<file path="config.mk">
export PLATFORM = sky130hd
export DESIGN_NAME = pipe_sequencer_ctrl
export DESIGN_NICKNAME = d
export VERILOG_FILES = /design/src/rtl/pipe_sequencer_ctrl.sv
export SDC_FILE = /design/constraint.sdc
export NUM_CORES = 1
export LEC_CHECK = 0
export CELL_PAD_IN_SITES_DETAIL_PLACEMENT = 0
export CELL_PAD_IN_SITES_GLOBAL_PLACEMENT = 1
export CORE_MARGIN = 3
export CORE_UTILIZATION = 29
export CTS_BUF_LIST = sky130_fd_sc_hd__clkbuf_4
export DETAILED_ROUTE_END_ITERATION = 8
export HOLD_SLACK_MARGIN = 0.05
export PLACE_DENSITY_LB_ADDON = 0.1
export RECOVER_POWER = 25
export SLEW_MARGIN = 5
export SYNTH_ARGS = -nofsm -noshare
export SYNTH_HDL_FRONTEND = slang
export SYNTH_SLANG_ARGS = --single-unit
</file>
<file path="constraint.sdc">
create_clock -name clock_i -period 1.92 [get_ports clock_i]
set_input_delay 0.576 -clock clock_i [delete_from_list [all_inputs] [get_ports clock_i]]
set_output_delay 0.576 -clock clock_i [all_outputs]
set_load 0.03 [all_outputs]
</file>
<file path="src/rtl/pipe_sequencer_ctrl.sv">
// Front-end sequencer: decides PC / IF-ID / downstream enables, NOP-select and bubble
// each cycle, under continuous or single-step debug control, with halt-drain handling.
module pipe_sequencer_ctrl #(
  parameter int unsigned       NB_DATA      = 32,
  parameter int unsigned       N_BITS_OP    = 6,
  parameter int unsigned       NB_CMD       = 8,
  parameter logic [NB_CMD-1:0] CMD_STEP     = 8'h0F,
  parameter logic [NB_CMD-1:0] CMD_CONT     = 8'hF0,
  parameter logic [N_BITS_OP-1:0] HALT_OPCODE = 6'h3F,
  parameter int unsigned       DRAIN_CYCLES = 4,
  parameter int unsigned       NB_CYCLES    = 32
) (
  input  logic                 clock_i,
  input  logic                 reset_i,
  input  logic                 cmd_valid_i,
  input  logic [NB_CMD-1:0]    cmd_i,
  input  logic                 step_i,
  input  logic [NB_DATA-1:0]   instr_if_id_i,
  input  logic                 load_use_hazard_i,
  input  logic                 jump_or_branch_i,
  output logic                 enable_pc_o,
  output logic                 enable_if_id_o,
  output logic                 flush_if_id_o,
  output logic                 enable_pipe_o,
  output logic                 bubble_id_ex_o,
  output logic                 running_o,
  output logic                 halted_o,
  output logic                 step_done_o,
  output logic [NB_CYCLES-1:0] cycle_count_o
);

  localparam int unsigned NB_DRAIN = (DRAIN_CYCLES > 1) ? $clog2(DRAIN_CYCLES) : 1;

  typedef enum logic [2:0] {
    IDLE      = 3'd0,
    RUN       = 3'd1,
    STEP_WAIT = 3'd2,
    STEP_EXEC = 3'd3,
    HALTED    = 3'd4
  } state_t;

  state_t                state_q, state_d;
  logic                  draining_q, draining_d;
  logic [NB_DRAIN-1:0]   drain_cnt_q, drain_cnt_d;
  logic [NB_CYCLES-1:0]  cycle_count_q, cycle_count_d;
  logic                  step_done_q;
  logic                  exec;
  logic                  drain_done;
  logic                  halt_in_if_id;
  logic                  cmd_cont;
  logic                  cmd_step;
  logic                  unused_instr_bits;

  // Only the opcode field of the IF/ID word matters here.
  assign halt_in_if_id     = (instr_if_id_i[NB_DATA-1 -: N_BITS_OP] == HALT_OPCODE);
  assign unused_instr_bits = ^instr_if_id_i[NB_DATA-N_BITS_OP-1:0];

  assign cmd_cont = cmd_valid_i && (cmd_i == CMD_CONT);
  assign cmd_step = cmd_valid_i && (cmd_i == CMD_STEP);

  // State, drain tracking, step-done pulse and executed-cycle counter.
  always_ff @(posedge clock_i or posedge reset_i) begin
    if (reset_i) begin
      state_q       <= IDLE;
      draining_q    <= 1'b0;
      drain_cnt_q   <= '0;
      cycle_count_q <= '0;
      step_done_q   <= 1'b0;
    end else begin
      state_q       <= state_d;
      draining_q    <= draining_d;
      drain_cnt_q   <= drain_cnt_d;
      cycle_count_q <= cycle_count_d;
      step_done_q   <= (state_q == STEP_EXEC);
    end
  end

  // Exec-cycle decode and next-state logic.
  always_comb begin
    state_d        = state_q;
    draining_d     = draining_q;
    drain_cnt_d    = drain_cnt_q;
    cycle_count_d  = cycle_count_q;
    enable_pc_o    = 1'b0;
    enable_if_id_o = 1'b0;
    flush_if_id_o  = 1'b0;
    enable_pipe_o  = 1'b0;
    bubble_id_ex_o = 1'b0;
    drain_done     = 1'b0;
    exec           = (state_q == RUN) || (state_q == STEP_EXEC);

    if (exec) begin
      if (draining_q) begin
        enable_if_id_o = 1'b1;
        flush_if_id_o  = 1'b1;
        enable_pipe_o  = 1'b1;
        if (drain_cnt_q != '0) begin
          drain_cnt_d = drain_cnt_q - NB_DRAIN'(1);
        end else begin
          drain_done = 1'b1;
        end
      end else if (halt_in_if_id) begin
        // Freeze fetch and feed NOPs so the halt flows out of the pipe.
        enable_if_id_o = 1'b1;
        flush_if_id_o  = 1'b1;
        enable_pipe_o  = 1'b1;
        draining_d     = 1'b1;
        drain_cnt_d    = NB_DRAIN'(DRAIN_CYCLES - 1);
      end else if (jump_or_branch_i) begin
        enable_pc_o    = 1'b1;
        enable_if_id_o = 1'b1;
        flush_if_id_o  = 1'b1;
        enable_pipe_o  = 1'b1;
      end else if (load_use_hazard_i) begin
        bubble_id_ex_o = 1'b1;
        enable_pipe_o  = 1'b1;
      end else begin
        enable_pc_o    = 1'b1;
        enable_if_id_o = 1'b1;
        enable_pipe_o  = 1'b1;
      end
    end

    if (enable_pipe_o && (cycle_count_q != '1)) begin
      cycle_count_d = cycle_count_q + NB_CYCLES'(1);
    end

    case (state_q)
      IDLE: begin
        if (cmd_cont) begin
          state_d = RUN;
        end else if (cmd_step) begin
          state_d = STEP_WAIT;
        end
      end
      RUN: begin
        if (drain_done) begin
          state_d = HALTED;
        end else if (cmd_step) begin
          state_d = STEP_WAIT;
        end
      end
      STEP_WAIT: begin
        // Any command in the same cycle as a step request swallows the step.
        if (cmd_valid_i) begin
          if (cmd_cont) begin
            state_d = RUN;
          end
        end else if (step_i) begin
          state_d = STEP_EXEC;
        end
      end
      STEP_EXEC: begin
        state_d = drain_done ? HALTED : STEP_WAIT;
      end
      HALTED: begin
        state_d = HALTED;
      end
      default: begin
        state_d = IDLE;
      end
    endcase
  end

  assign running_o     = (state_q == RUN) || (state_q == STEP_EXEC);
  assign halted_o      = (state_q == HALTED);
  assign step_done_o   = step_done_q;
  assign cycle_count_o = cycle_count_q;

endmodule

</file>
# ---- Word-level counts from Yosys, hierarchy flattened
# Cells that the tools add are included.
dict set report word_totals {
  regBits 39
  latchBits 0
  mem_bits_rw 0
  rom_bits 0
  input_bits 46
  out_inout_bits 40
  n_memories 0
}
dict set report classes {
  n_addsub 2
  n_mul 0
  n_div 0
  order_cmp 0
  n_eq_ne 11
  shift 0
  mux 34
  bitwise_logic 0
  n_reduce_logical 9
}
# op n
set op_table {}
lappend op_table {{adder 32 x 1 -> 32 bit (second input constant)} 1}
lappend op_table {{!= test 32 bit (second input constant)} 1}
lappend op_table {{two-way mux 1 bit} 23}
lappend op_table {{two-way mux 3 bit} 7}
lappend op_table {{one-hot mux 3 bit (5 select lines)} 1}
lappend op_table {{equality test 8 x 4 -> 1 bit (second input constant)} 1}
lappend op_table {{equality test 8 bit (second input constant)} 1}
lappend op_table {{equality test 3 x 2 -> 1 bit (second input constant)} 2}
lappend op_table {{equality test 6 bit (second input constant)} 1}
lappend op_table {{two-way mux 2 bit} 3}
lappend op_table {{!= test 3 bit (second input constant)} 2}
lappend op_table {{nonzero test 2 bit} 2}
lappend op_table {{equality test 3 x 1 -> 1 bit (second input constant)} 1}
lappend op_table {{equality test 3 bit (second input constant)} 1}
lappend op_table {{logical AND 1 bit} 3}
lappend op_table {{zero test 3 bit} 1}
lappend op_table {{AND reduction 3 bit} 1}
lappend op_table {{!= test 2 x 1 -> 1 bit (second input constant)} 1}
lappend op_table {{AND reduction 2 bit} 1}
lappend op_table {{subtractor 2 x 1 -> 2 bit (second input constant)} 1}
lappend op_table {{logical OR 1 bit} 1}

# ---- Longest topological paths before layout
# Gate-level depths: netlist of the first run.
dict set report logic_depth {
  ltp_word 6
  mapped_depth 7
  mapped_depth_nobuf 6
}

# ---- Worst setup path before layout of the first run
# No wires, ideal clock.
dict set report synth_timing {
  path_kind {input port to output port}
  from {in instr_if_id_i[31]}
  to {out enable_pc_o}
  arrival_time_ns 1.673
  required_ns 1.344
  path_slack_ns -0.329
  stages 4
  cell_sequence {nand4_1 -> nor2_1 -> or2_2 -> nor3_1}
}
dict set report synth_between {
  elab_chain_len 4
}
# item line
set synth_rtl {}
lappend synth_rtl {{start, declared} 18} ;# input logic [NB_DATA-1:0] instr_if_id_i,
lappend synth_rtl {{equality test 6 bit} 55} ;# assign halt_in_if_id = (instr_if_id_i[NB_DATA-1 -: N_BITS_OP] == HALT_OPCODE);
lappend synth_rtl {{two-way mux 1 bit} 102} ;# end else if (halt_in_if_id) begin
lappend synth_rtl {{two-way mux 1 bit} 93} ;# if (draining_q) begin
lappend synth_rtl {{two-way mux 1 bit} 92} ;# if (exec) begin
lappend synth_rtl {{end, declared} 21} ;# output logic enable_pc_o,
# Every way passes these cells.

# ---- Worst setup path in the final report of the first run
dict set report layout_timing {
  from {reg cycle_count_q[16] (netlist: cycle_count_o[16])}
  to {reg cycle_count_q[28] (netlist: cycle_count_o[28])}
}
dict set report layout_between {
  elab_chain_len 2
  word_cells_on_any_way 3
  cone_classes {add/sub: 1; eq/ne: 1; reduce/logical: 1}
}
# item line
set layout_rtl {}
lappend layout_rtl {{start, declared} 45} ;# logic [NB_CYCLES-1:0] cycle_count_q, cycle_count_d;
lappend layout_rtl {{start signal, assigned} 73} ;# cycle_count_q <= cycle_count_d;
lappend layout_rtl {{parallel branches: the longest is 2 deep, another holds adder 32 x 1 -> 32 bit} n/a}
# Parallel ways; which one is timed is not known.
# A chain may end at the register's enable or synchronous reset.

==> summary.md, run 1 <==
| Metric | Value |
|---|---|
| Outcome | finished with violations |
| Violated checks | negative setup slack |
| Primary FF master, synth | dfrtp_1 |
| Clock power frac | a little under a fifth |
| Sequential-to-total area share from yosys stat | around half |
| P_sw | 0.817 mW |
| Clock Tree Buf Depth | 2 |
| Gpl congestion | around 0.75 |
| Crit start category | register |
| PwrDens | 638 nW/um^2 |
| Final slew viol count | 0 |
| WS Path Type | reg -> reg |
| Die Y-Extent | 89.5 um |
| Vias per cell | 4.94 |
| Core box area | roughly 6500 sq um |
| Share of layout cells above drive strength 1 | ~50% |
| Cell taking the most area after synthesis | dfrtp_1 |
| Hold/Removal Path Class | reg -> reg |
| Wire per inst | 14.8 um |
| Post-synthesis cell count | 198 |
| DRC | 0 |
| Main area contributors after synthesis | dfrtp_1, xor2_1, xnor2_1 |
| Multi-input logic area | 1400 sq um |
| Worst vdd ir | 0.000507 V |
| Vias | roughly 2000 |
| Top-area cell type share of the netlist area | 48.3% |
| Initial Util | between 30% and 40% |
| Post-route worst setup slack | -0.117 ns |
| Antenna Cells | 0 |
| Slowest stage delay, CP | 0.61 ns |
| FF+latch area | 1000 sq um |
| Row count | 29 |
| Pleak | 1.73 nW |
| Clk_lat worst skew | 0.35 ns |
| Port Buf Inserts | 59 |
| Post-synth cell types | 42 |
| Dpl cells | 385 |
| GRT Total Usage | 16.0% |
| Number of synthesized register bits | 39 |
| Sequential Power Share | just over 40% |
| Min Clock Period, post-route | 2.04 ns |
| MaxCap Viol Count | 0 |
| Worst-path cell chain | nand3_4, or4_4, or4b_4, nor3_2, xor2_1 |
| DIE AREA | 8000 sq um |
| Ys async rst share | 100% |
| TritonCTS Buffers | 5 |
| Post-DP HPWL | 4190 um |
| Netlist Area Pre-Place | 2020 sq um |
| Clock transition at the registers of the reported paths | approximately 0.12 ns |
| Final hold vios | 0 |
| Setup WS pre-CTS | -0.774 ns |
| Worst path required time | 2.20 ns |
| Worst Path Max Fanout | 4 |
| Mapped Avg Cell Area | 10.2 sq um |
| Layout fillers | 602 |
| 1st-pass router iterations | 4 |
| CTS Sinks | 39 |
| Vias in the first global route | 2098 |
| Root buf cell | clkbuf_4 |
| Crit path max-delay cell type | or4b_4 |
| Top post-synthesis cells by count | dfrtp_1, xor2_1, nand3_1, nand4_1, nor3_1 |
| Crit path buf inv count | 0 |
| CP delay by family, top | simple AND/OR/NAND/NOR gates |
| Period utilization | 106% |
| Global-route wire length before repair | 9870 um |
| Antenna-violating nets left | 0 |
| Largest net degree at the start of global routing | 40 |
| Slew @ Worst Pin | 0.995 ns |
| TritonCTS clock tree | done |
| P_int | 1.54 mW |
| Setup violators final | 33 |
| Post-Layout Cell Count | slightly above 400 |
| Most common cell in the synthesized netlist | dfrtp_1 |
| Fmax | 491 MHz |
| Max H-tree Level | 2 |
| Initial antenna violation count | 0 |
| Layout area overhead | 83.2% |
| CP endpoint kind | register |
| Grt ovf | 0 |
| Critical path arrival | 2.32 ns |
| Rel. slew slack | 33.6% |
| Clock skew | roughly 0.008 ns |
| Sw Share | between 30% and 40% |
| Io pins | 86 |
| Post-synth EDFFs | 0 |
| Starting DRT DRC Count | 21 |
| Logic pwr share | 40.1% |
| Yosys warning total | 0 |
| Die Wd | 89.5 um |
| Syn nets | 246 |
| Final WL | 6020 um |
| Fin nets | 376 |
| RSZ-0062 raised after global routing | yes |
[power groups by stage]
stage | Clock, mW | Combinational (mW) | Sequential (mW)
after CTS | 0.469 | 0.842 | 0.960
after detailed placement | 0 | 0.841 | 0.975
after global placement | 0 | 0.827 | 0.973
after floorplan | 0 | 0.357 | 1.08
after global routing | 0.512 | 1.04 | 0.973
final | 0.452 | 0.945 | 0.962
[area by class of cell]
| cell class | count | area share, % |
|---|---|---|
| inverters | 5 | 0.507 |
| clock inverters | 1 | 0.135 |
| clock buffers | 7 | 1.42 |
| flip-flops and latches | 39 | 27.1 |
| well taps | 77 | 2.60 |
| multi-input cells | 149 | 37.8 |
| repair buffers | 128 | 30.5 |
[final timing paths]
path                              startpoint                 to  slack (ns)  cells after the start
hold reg to reg            cycle_count_o[31]  cycle_count_o[31]        0.50                      1
hold / removal             cycle_count_o[31]  cycle_count_o[31]        0.50                      1
setup reg to reg           cycle_count_o[16]  cycle_count_o[28]       -0.12                      5
max in group asynchronous            reset_i   cycle_count_o[3]        0.27                      3
setup / recovery           cycle_count_o[16]  cycle_count_o[28]       -0.12                      5
min in group asynchronous            reset_i         draining_q        0.97                      3
[metal layers]
metal  track usage [%]  share of wire, %  up-vias
met5                 0                 0        -
met4              4.47               1.1        0
met3              3.32               3.5        6
met2              27.7                52       36
met1              20.3                43      975
li1                  -                 -      987
[logic make-up (layout without fill, tap and decap cells)]
logic type,after synthesis,after routing,synth area share (%)
muxes,3,3,1.61
and+or+nand+nor,103,103,29.4
DFF,39,39,48.3
buffers and inverters,10,141,2.35
AOI/OAI and AO/OA,10,10,3.59
adders and majority gates,2,2,1.24
xor gates and xnor gates,31,31,13.4
[layout by cell type (no fill, tap or decap), drive strengths merged, types with 5 or more instances in the layout]
cell and instances:
buf 81, dfrtp 39, dlygate4sd2 26, xor2 20, nand3 17, nor3 17, nand4 15, nand2 13
xnor2 11, nor2 11, clkdlybuf4s50 10, clkbuf 9, nor4 8, clkdlybuf4s15 8, inv 5
[what timing repair did]
action	in CTS	in global routing
setup endpoints to repair	69	41
hold buffers	0	0
gates resized for setup	103	49
pin swaps	28	29
buffers inserted	5	9
endpoints found under the hold margin	0	0
[through the flow]
step	total power, mW	hold WS (ns)	utilization [%]	setup TNS [ns]	instance area, sq um
floorplan	1.44	0.431	-	-1.48	2150
global placement	1.80	0.477	49.2	-3.83	3210
detailed placement	1.82	0.484	49.2	-3.92	3210
CTS	2.27	0.496	53.1	-2.19	3470
global route	2.52	0.534	56.6	-5.19	3700
finish	2.36	0.499	56.6	-2.46	3700
[worst register-to-register path, delay by kind of cell (launching register included)]
kind                      cells  cell delay, ns
xor gates and xnor gates      1            0.16
DFF                           1            0.41
and+or+nand+nor               4            1.41
[registers in the layout, indices dropped and copies added, names as in the netlist]
signal	count
cycle_count_o	32
state_q	3
drain_cnt_q	2
draining_q	1
step_done_o	1
Note: power is estimated with default switching activity, not from simulation.
==> run 2, diff against run 1 <==
SETUP_SLACK_MARGIN = 0.5   (was not set)
clock period = 1.8 ns   (was 1.92 ns; I/O delays follow)
==> run 2 against run 1 <==
Global-route usage up 0.052 points; sequential power rose by 8%; largest cell class is now non-clock buffers; the run still ends with negative setup slack left; sequential share of layout area decreased by 2.0 points; register-to-register slack worse by 0.10 ns; critical path type unchanged; setup slack lost 0.10 ns; via count grew 5.2%; sequential cell count did not move; count of clock-buffer cells in the layout fell by 2; utilization grew 4.6 points; hold slack gained 0.051 ns.
==> summary.md, run 2 (same netlist as run 1, synthesis figures left out) <==
| Metric | Value |
|---|---|
| Outcome | finished with violations (unchanged) |
| Violated checks | negative setup slack (unchanged) |
| Vias per cell | 4.90 (was 4.94) |
| RSZ-0062 raised after global routing | yes (unchanged) |
| MaxCap Viol Count | 0 (unchanged) |
| 1st-pass router iterations | 4 (unchanged) |
| Clock power frac | 20.4% (was 19.2%) |
| Most common cell after layout, fill and taps aside | buf_6 (was buf_4) |
| Final slew viol count | 0 (unchanged) |
| Clk_lat worst skew | 0.35 ns (about the same) |
| Setup violators final | 38 (was 33) |
| Overall Power | 2.89 mW (was 2.36 mW) |
| P_sw | 0.942 mW (was 0.817 mW) |
| Largest net degree at the start of global routing | 40 (unchanged) |
| Global-route wire length before repair | 10000 um (was 9870 um) |
| Row count | 29 (unchanged) |
| Pleak | 1.89 nW (was 1.73 nW) |
| Worst vdd ir | 0.000826 V (was 0.000507 V) |
| Period utilization | 112% (was 106%) |
| P_int | 1.95 mW (was 1.54 mW) |
| Rel. slew slack | 33.4% (was 33.6%) |
| R2R depth | 7 (was 5) |
| Dpl cells | 393 (was 385) |
| Layout area overhead | 98.0% (was 83.2%) |
| DIE AREA | 8000 sq um (unchanged) |
| DRC | 0 (unchanged) |
| Max FFs per register | 32 (unchanged) |
| Fin nets | 400 (was 376) |
| Crit start category | register (unchanged) |
| Clock transition at the registers of the reported paths | 0.12 ns (about the same) |
| GRT Total Usage | 16.1% (was 16.0%) |
| Port Buf Inserts | 59 (unchanged) |
| Sequential Power Share | 35.9% (was 40.8%) |
| Reg2Reg Capture Point | cycle_count_o[4] (was cycle_count_o[28]) |
| Wire per inst | 14.4 um (was 14.8 um) |
| Antenna Cells | 0 (unchanged) |
| Post-DP Area | 3350 sq um (was 3210 sq um) |
| WS Path Type | reg -> reg (unchanged) |
| Design area | 4000 sq um (was 3700 sq um) |
| CTS Sinks | 39 (unchanged) |
| Post-DP HPWL | 4250 um (was 4190 um) |
| R2r setup slk | -0.22 ns (was -0.12 ns) |
| Final hold vios | 0 (unchanged) |
| Starting DRT DRC Count | 59 (was 21) |
| Grt ovf | 0 (unchanged) |
| TritonCTS Buffers | 5 (unchanged) |
| Worst Path Max Fanout | 6 (was 4) |
| Io pins | 86 (unchanged) |
| Gpl congestion | 0.722 (was 0.749) |
| Worst Hold Launch | state_q[2] (was cycle_count_o[31]) |
| TritonCTS clock tree | done (unchanged) |
| Antenna-violating nets left | 0 (unchanged) |
| Slew @ Worst Pin | 0.999 ns (was 0.995 ns) |
| Initial antenna violation count | 0 (unchanged) |
| Die Wd | 89.5 um (unchanged) |
| Fmax | 495 MHz (was 491 MHz) |
| WHS | 0.550 ns (was 0.499 ns) |
| Commonest non-fill, non-tap cells in the layout | buf_6, buf_4, dfrtp_2 (was buf_4, dlygate4sd2_1, buf_6) |
| Critical path arrival | 2.26 ns (was 2.32 ns) |
| Share of layout cells above drive strength 1 | 63.7% (was 51.1%) |
| Vias | 2109 (was 2004) |
| Sw Share | 32.6% (was 34.6%) |
| Hold/Removal Path Class | reg -> reg (unchanged) |
| Die Y-Extent | 89.5 um (unchanged) |
| CP endpoint kind | register (unchanged) |
| Min Clock Period, post-route | 2.02 ns (was 2.04 ns) |
| Post-Layout Cell Count | 430 (was 406) |
| Hold path depth | 2 (was 1) |
| R2r startpoint | cycle_count_o[16] (unchanged) |
| Clock Tree Buf Depth | 2 (unchanged) |
| Max H-tree Level | 2 (unchanged) |
| Post-route worst setup slack | -0.221 ns (was -0.117 ns) |
| Core box area | 6530 sq um (unchanged) |
| Worst path required time | 2.04 ns (was 2.20 ns) |
| Setup TNS | -5.17 ns (was -2.46 ns) |
| PwrDens | 723 nW/um^2 (was 638 nW/um^2) |
| Initial Util | 30.9% (unchanged) |
| Clock skew | 0.00911 ns (was 0.00801 ns) |
| Final WL | 6180 um (was 6020 um) |
| Hold Path End | state_q[0] (was cycle_count_o[31]) |
| Vias in the first global route | 2177 (was 2098) |
| Root buf cell | clkbuf_4 (unchanged) |
| Final core occ | 61.2% (was 56.6%) |
| Setup WS pre-CTS | -0.463 ns (was -0.774 ns) |
| Logic pwr share | 43.7% (was 40.1%) |
-- run 2: cell types whose count changed in the layout (fill, tap and decap cells not counted), moves of 3 or more --
cell	previous run	this run
nor4_1	0	3
clkdlybuf4s50_1	10	2
dlymetal6s2s_1	0	4
dlygate4sd2_1	26	2
buf_4	55	47
nand3_4	4	0
buf_2	2	5
nand3_1	10	14
nor3_2	6	10
nor4_4	8	1
nor4_2	0	4
clkdlybuf4s15_1	8	0
buf_6	22	86
-- run 2: layout make-up --
type | count | area (sq um)
fillers | 591 | 2530
repair buffers | 152 | 1530
flip-flops and latches | 39 | 1000
well taps | 77 | 96.3
multi-input cells | 149 | 1270
clock inverters | 3 | 38.8
clock buffers | 5 | 37.5
inverters | 5 | 25.0
-- run 2: timing repair --
action	in CTS	in global routing
pin swaps	15	15
cloned	0	1
setup buffers	17	11
hold buffers	0	0
endpoints found under the setup margin	76	75
gates resized for setup	327	27
endpoints found under the hold margin	0	0
-- run 2: how the worst max path moves through the flow --
stage	endpoint	from
floorplan	cycle_count_o[28]	cycle_count_o[17]
global placement	enable_pc_o	instr_if_id_i[31]
detailed placement	enable_pc_o	instr_if_id_i[30]
CTS	cycle_count_o[30]	cycle_count_o[16]
global route	cycle_count_o[5]	cycle_count_o[16]
finish	cycle_count_o[4]	cycle_count_o[16]
-- run 2: power by group through the flow --
| stage | Sequential [mW] | Clock (mW) | Combinational (mW) |
|---|---|---|---|
| floorplan | 1.16 | 0 | 0.434 |
| global placement | 1.04 | 0 | 0.953 |
| detailed placement | 1.05 | 0 | 0.960 |
| CTS | 1.03 | 0.609 | 1.17 |
| global route | 1.05 | 0.651 | 1.36 |
| finish | 1.04 | 0.591 | 1.26 |
-- run 2: critical path, cell delays in order (launching register included) --
cell	delay, ns
dfrtp_2	0.39
nand3_2	0.10
or4_4	0.54
buf_6	0.14
nor3_4	0.31
clkbuf_16	0.23
nor3_2	0.05
xor2_1	0.14
-- run 2: metal layers --
metal / GRT usage (%) / share of wire [%] / vias up
met1: 20.9 / 43 / 1021
met4: 5.14 / 1.0 / 0
li1: - / - / 1035
met2: 27.3 / 51 / 46
met5: 0 / 0 / -
met3: 2.58 / 4.9 / 7
